--- config.mk ---
export PLATFORM = sky130hd
export DESIGN_NAME = dram_read_arbiter
export DESIGN_NICKNAME = d
export VERILOG_FILES = /design/src/rtl/dram_read_arbiter.sv
export SDC_FILE = /design/constraint.sdc
export NUM_CORES = 1
export LEC_CHECK = 0
export BUFFER_PORTS_ARGS = -buffer_cell sky130_fd_sc_hd__buf_2
export CELL_PAD_IN_SITES_DETAIL_PLACEMENT = 0
export CELL_PAD_IN_SITES_GLOBAL_PLACEMENT = 1
export CORE_AREA = 2 2 441 443
export CTS_BUF_LIST = sky130_fd_sc_hd__clkbuf_8
export CTS_CLUSTER_DIAMETER = 100
export DETAILED_ROUTE_END_ITERATION = 8
export DIE_AREA = 0 0 443 445
export GPL_ROUTABILITY_DRIVEN = 0
export GPL_TIMING_DRIVEN = 0
export PLACE_DENSITY_LB_ADDON = 0.2
export SLEW_MARGIN = 20
export SYNTH_ARGS = -nofsm -noshare
export SYNTH_HDL_FRONTEND = slang
export SYNTH_SLANG_ARGS = --single-unit
--- constraint.sdc ---
create_clock -name i_clk -period 2.4 [get_ports i_clk]
set_input_delay 0.12 -clock i_clk [delete_from_list [all_inputs] [get_ports i_clk]]
set_output_delay 0.12 -clock i_clk [all_outputs]
set_load 0.05 [all_outputs]
--- src/rtl/dram_read_arbiter.sv ---
// dram_read_arbiter
//   Shares one DRAM read channel between two cache fetchers (i0, i1).
//   Address side: round-robin grant into a single registered address slot.
//   Data side: an in-order tag FIFO records who asked. DRAM returns lines in
//   request order, so the FIFO head names the owner of the line now on the bus.
// Ports
//   i_clk, i_rst                  clock, async active-high reset
//   i0ra_* / i_i0ra, i1ra_* / i_i1ra   client address requests (rdy/ack)
//   i0rd_*, i1rd_*, o_rd          line delivery to clients (o_rd shared)
//   dramra_*, o_dramra            DRAM address channel (registered)
//   dramrd_*, i_dramrd            DRAM data channel (combinational pass-through)
//   o_err                         sticky: data arrived with no outstanding tag
module dram_read_arbiter #(
  parameter int GBW   = 32,
  parameter int DBW   = 16,
  parameter int CSIZE = 32,
  parameter int NOUT  = 4
) (
  input  logic                 i_clk,
  input  logic                 i_rst,
  input  logic                 i0ra_rdy,
  output logic                 i0ra_ack,
  input  logic [GBW-1:0]       i_i0ra,
  input  logic                 i1ra_rdy,
  output logic                 i1ra_ack,
  input  logic [GBW-1:0]       i_i1ra,
  output logic                 i0rd_rdy,
  input  logic                 i0rd_ack,
  output logic                 i1rd_rdy,
  input  logic                 i1rd_ack,
  output logic [DBW*CSIZE-1:0] o_rd,
  output logic                 dramra_rdy,
  input  logic                 dramra_ack,
  output logic [GBW-1:0]       o_dramra,
  input  logic                 dramrd_rdy,
  output logic                 dramrd_ack,
  input  logic [DBW*CSIZE-1:0] i_dramrd,
  output logic                 o_err
);
  localparam int PW = $clog2(NOUT);
  localparam logic [PW:0] FULL = (PW+1)'(NOUT);

  logic [NOUT-1:0] tag_mem;   // 0 = i0, 1 = i1
  logic [PW-1:0]   wr_ptr, rd_ptr;
  logic [PW:0]     count;
  logic            last_grant;

  logic slot_free, can_issue, gnt0, gnt1, push, pop, head, nonempty;

  // Grant: the client that did not win last time has priority when both ask.
  // Acks are held low while reset is asserted so clients see nothing accepted.
  always_comb begin
    slot_free = !dramra_rdy || dramra_ack;
    can_issue = slot_free && (count < FULL) && !i_rst;
    gnt0      = can_issue && i0ra_rdy && (!i1ra_rdy || last_grant);
    gnt1      = can_issue && i1ra_rdy && (!i0ra_rdy || !last_grant);
    push      = gnt0 || gnt1;
  end

  assign i0ra_ack = gnt0;
  assign i1ra_ack = gnt1;

  // Data path: no storage, the FIFO head steers the handshake.
  always_comb begin
    nonempty   = (count != '0);
    head       = tag_mem[rd_ptr];
    i0rd_rdy   = dramrd_rdy && nonempty && !head;
    i1rd_rdy   = dramrd_rdy && nonempty && head;
    dramrd_ack = nonempty && (head ? i1rd_ack : i0rd_ack);
    pop        = dramrd_rdy && dramrd_ack;
  end

  assign o_rd = i_dramrd;

  always_ff @(posedge i_clk or posedge i_rst) begin
    if (i_rst) begin
      dramra_rdy <= 1'b0;
      o_dramra   <= '0;
      tag_mem    <= '0;
      wr_ptr     <= '0;
      rd_ptr     <= '0;
      count      <= '0;
      last_grant <= 1'b1;
      o_err      <= 1'b0;
    end else begin
      if (push) begin
        dramra_rdy      <= 1'b1;
        o_dramra        <= gnt1 ? i_i1ra : i_i0ra;
        tag_mem[wr_ptr] <= gnt1;
        wr_ptr          <= wr_ptr + 1'b1;
        last_grant      <= gnt1;
      end else if (slot_free) begin
        dramra_rdy <= 1'b0;
      end
      if (pop) rd_ptr <= rd_ptr + 1'b1;
      // Fullness was judged on the pre-pop count, so push+pop at FULL is safe.
      count <= count + (PW+1)'(push) - (PW+1)'(pop);
      if (dramrd_rdy && !nonempty) o_err <= 1'b1;
    end
  end
endmodule

After elaboration in Yosys (flattened, before gate mapping) --
Index checks and enable logic that the tools add are counted.
Storage, ports and cells: flip-flop bits (word level) 46
Operators by class: reductions and logical operators 26, add/sub/neg operators 4, magnitude comparators 4, multiplexer cells 9
Operators with widths (count):
- $mux W32 | 1
- $logic_and A1 B1 Y1 | 13
- $logic_not A1 Y1 | 7
- $lt A2 B3 Y1 const B | 2
- $mux W1 | 5
- $add A2 B1 Y2 const B | 2
- $bwmux W4 | 1
- $logic_or A1 B1 Y1 | 4
- $add A3 B1 Y3 | 1
- $lt A3 B3 Y1 const B | 1
- $reduce_bool A3 Y1 | 1
- $sub A3 B1 Y3 | 1
- $bmux W1 S2 | 1
- $demux W1 S2 | 1
- $ge A2 B1 Y1 const B | 1
- $reduce_bool A2 Y1 | 1

Logic depth before layout (Yosys ltp) --
depth in word-level cells 9, mapped depth 11, mapped depth without buffers 11

Worst setup path after synthesis --
OpenSTA, ideal clock, no wires.
kind reg-to-reg, start register dramra_rdy, end register count[2], slack -199 ps, data required time 2276 ps, setup time 124 ps, stages on the path, launching flop included 12, data arrival time 2475 ps, cells stage by stage dfrtp_1 -> nor2b_1 -> nor4_4 -> buf_2 -> inv_1 -> ha_1 -> inv_1 -> ha_1 -> inv_1 -> fa_1 -> xnor2_1 -> xnor2_1
Between the ends: word-level cells in the longest chain between the ends 9, elaborated cells between the ends (all ways) 11, those cells by class 2 x add/sub; 9 x reduce/logical
Ends and longest elaborated chain:
- from (decl) | line 32 | output logic dramra_rdy,
- from (signal assigned) | line 77 | dramra_rdy <= 1'b0;
- from (signal assigned) | line 87 | dramra_rdy <= 1'b1;
- from (signal assigned) | line 93 | dramra_rdy <= 1'b0;
- $logic_not A1 Y1 (*) | line 53 | slot_free = !dramra_rdy || dramra_ack;
- $logic_or A1 B1 Y1 (*) | line 53
- $logic_and A1 B1 Y1 (*) (2 in series) | line 54 | can_issue = slot_free && (count < FULL) && !i_rst;
- $logic_and A1 B1 Y1 (on tied branches) (2 in series) | line 55, 56
- $logic_or A1 B1 Y1 (*) | line 57 | push = gnt0 || gnt1;
- $add A3 B1 Y3 (*) | line 97 | count <= count + (PW+1)'(push) - (PW+1)'(pop);
- $sub A3 B1 Y3 (*) | line 97
- to (signal assigned) | line 97
- to (decl) | line 45 | logic [PW:0] count;
Mark *: on every way between the ends. The rest lies on a longest branch, timed or not. A chain may end at the register's enable or synchronous reset.

Worst setup path in the final report --
start register rd_ptr[1], end register count[2]
Between the ends: word-level cells in the longest chain between the ends 6
Ends and longest elaborated chain:
- from (decl) | line 44 | logic [PW-1:0] wr_ptr, rd_ptr;
- from (signal assigned) | line 95 | if (pop) rd_ptr <= rd_ptr + 1'b1;
- $bmux W1 S2 | line 66 | head = tag_mem[rd_ptr];
- $mux W1 (not written as such) | line 66
- $mux W1 | line 69 | dramrd_ack = nonempty && (head ? i1rd_ack : i0rd_ack);
- $logic_and A1 B1 Y1 | line 69
- $logic_and A1 B1 Y1 | line 70 | pop = dramrd_rdy && dramrd_ack;
- net pop | line 48 | logic slot_free, can_issue, gnt0, gnt1, push, pop, head, nonempty;
- $sub A3 B1 Y3 | line 97
The timed path passes the listed nets, and every way through them passes these cells. The select of a mux whose other input is x is not followed.

==> flow_metrics.tcl <==
set metrics [dict create \
    synthesis.area_mm2 0.00612 \
    fin_nets 1957 \
    worstMarginPinSlew_ps 609 \
    worstHoldPathType "in2reg" \
    placeableCoreArea_mm2 0.192 \
    top_layer_used "met5" \
    yosys.cell_count.top_type "buf_4" \
    vias 6791 \
    cts_tree "done" \
    first_pass_iters 4 \
    synth_common_cells "513 x buf_4, 45 x dfrtp_1, 38 x mux2i_1" \
    layout_min_cycle_time_ps 2370 \
    start_util_pct 3.19 \
    routedLengthMet1_mm 29.2 \
    ir_worst_vdd_v 0.000188 \
    routed-wl-met3_mm 10.0 \
    die_h_um 445 \
    cp-start-kind "flop" \
    path_cells "mux2i_4 > mux2i_2 > mux2i_1 > nor2_1 > ha_4 > inv_4 > ha_4 > inv_2 > fa_2 > xnor2_2 > xnor2_1" \
    synthCells 724 \
    final_area_mm2 0.0127 \
    crit_top_cell "ha_4" \
    ys_types 30 \
    grt_pass1_vias 6922 \
    skew_ps 11.6 \
    ant_nets 0 \
    switching_share_pct 61.7 \
    routed-wl-met2_mm 34.4 \
    max_cap_viol_count 0 \
    fin_ws_ps 32.5 \
    dp.cells 3873 \
    drc 0 \
    p_clk_share_pct 7.8 \
    critical-path-top-delay-family "adder cells" \
    antenna_found_initial 23 \
    drt_first_iter_violations 353 \
    postSynthAreaPerCell_um2 8.45 \
    grt_pass1_wl_mm 87.1 \
    path_class "reg2reg" \
    placed_area_mm2 0.0125 \
    required_ps 2660 \
    syn2layout_area_growth_pct 108 \
    ys_top_cells_by_area "buf_4 63%, dfrtp_1 18%, mux2i_1 6.2%" \
    critPathArrivalTime_ps 2630 \
    drive_gt1_share_pct 86.5 \
    setup_viol 0 \
    fmax_ghz 0.422 \
    ys_seq_area_share_pct 18.8 \
    slew-limit-headroom_pct 59.7 \
    pwr-share-seq_pct 17.7 \
    synth_edf_count 0 \
    clock-sinks 46 \
    crit_path_max_fanout 3 \
    htree_levels 2 \
    synth-seq-cells 46 \
    grt_max_degree 32 \
    rsz0062_at_grt "yes" \
    clk_pin_slew_ps 130 \
    worst-path-buf-inv 2 \
    io_pins 1135 \
    p_int_mw 3.12 \
    final_max_slew_viol_count 0 \
    hpwl_mm 70.4 \
    numCtsBuffers 5 \
    synth_top_area_share_pct 63.0 \
    final_hold_viol_count 0 \
    yosysWarnings 0 \
    multi_input_area_mm2 0.00109 \
    critPathSlowestCell "dfrtp_2" \
    fp-row-count 161 \
    wl_per_cell_um 19.0 \
    worstSkewPairLatency_ps 370 \
    synthFlopType "dfrtp_1" \
    pwr-share-comb_pct 74.5 \
    finalWirelength_mm 74.3 \
    via_per_inst 1.74 \
    critPathMaxStageDelay_ps 480 \
    postSynth.asyncResetShare_pct 100 \
    numPortBuffers 622 \
    dp_slack_ps -783 \
    power_switching_mw 5.03 \
    r2r_slack_ps 30 \
    cellPowerDensity_mw_per_mm2 639 \
    overflow 0 \
    fillers 22700 \
    worstSetupEndpointType "flop" \
    syn_nets 1315 \
    die_x_um 443 \
    final_util_pct 6.64 \
    grtUsageTotal_pct 7.04 \
    regArea_mm2 0.00116 \
    final_cells 3901 \
    yosysTopAreaCell "buf_4" \
    p_leak_nw 6.22 \
    dieArea_mm2 0.197 \
    fin_crit_sh_pct 98.6 \
    outcome "finished clean" \
    clock-root-buffer "clkbuf_8" \
    cts_max_path_buffers 2 \
]
through the flow:
step	hold slack [ps]	total power, mW	setup TNS [ps]
floorplan	183	5.67	0
global route	29.2	8.60	-80.0
finish	47.0	8.14	0
global placement	373	7.43	-27350
detailed placement	143	7.43	-5720
CTS	0.185	8.32	-5.35
final timing paths:
check                                      start                       end  depth (start not counted)
max                        rd_ptr[1]$_DFFE_PP0P_        count[2]$_DFF_PP0_                         11
min                                   i_i1ra[29]  o_dramra[29]$_DFFE_PP0P_                          3
max reg2reg                rd_ptr[1]$_DFFE_PP0P_        count[2]$_DFF_PP0_                         11
min reg2reg                    o_err$_DFFE_PP0P_         o_err$_DFFE_PP0P_                          1
max in group asynchronous                  i_rst   o_dramra[8]$_DFFE_PP0P_                          4
min in group asynchronous                  i_rst         o_err$_DFFE_PP0P_                          3
layout by cell type, fill, tap and decap left out, drive strengths merged, types with 6 or more instances in the layout:
master,instances
a31oi,7
mux2i,38
buf,1154
nor2,37
clkbuf,6
diode,8
dfrtp,45
ha,6
inv,11
a21oi,33
layer usage:
| layer | up-vias | track usage, % |
|---|---|---|
| li1 | 3054 | - |
| met1 | 3191 | 8.88 |
| met2 | 509 | 11.3 |
| met3 | 33 | 2.98 |
| met4 | 4 | 1.10 |
| met5 | - | 0 |
flip-flops by register name (all words and copies together), names as in the netlist:
| name | cells |
|---|---|
| o_err | 1 |
| dramra_rdy | 1 |
| last_grant | 1 |
| count | 3 |
| wr_ptr | 2 |
| tag_mem | 4 |
| o_dramra | 32 |
| rd_ptr | 2 |
final cells by class:
class	count	area share, %
Antenna cell	8	0.157
Clock inverter	3	0.226
Multi-Input combinational cell	146	8.52
Clock buffer	5	0.540
Sequential cell	46	9.07
Tap cell	2526	24.8
Timing Repair Buffer	635	25.5
Buffer	523	30.9
Inverter	9	0.304
power by group through the flow:
stage                     sequential, mW  combinational [mW]  clock, mW
after floorplan                     2.37                3.30          0
after global placement              1.44                5.99          0
after detailed placement            1.44                5.99          0
after CTS                           1.45                6.17      0.708
after global routing                1.50                6.39      0.715
final                               1.44                6.07      0.633
cell families after synthesis:
logic type	after synthesis	share of synthesized area (%)
buffers and inverters	532	64.6
and+or+nand+nor	50	3.91
AOI/OAI and AO/OA	47	4.30
DFF	46	18.8
muxes	38	6.22
adders and majority gates	7	1.55
xor gates and xnor gates	4	0.573
what timing repair did:
item / in CTS / in global routing
setup endpoints to repair: 33 / 2
hold buffers: 3 / 0
resized for setup: 10 / 3
hold endpoints to repair: 20 / 0
pin swaps: 5 / 2
buffers inserted: 6 / 3
tightest hold or removal path, cell delays in order:
cell	delay, ps
buf_2	80
mux2i_1	60
a21oi_1	130
No activity file was read; power rests on OpenSTA's default activity.
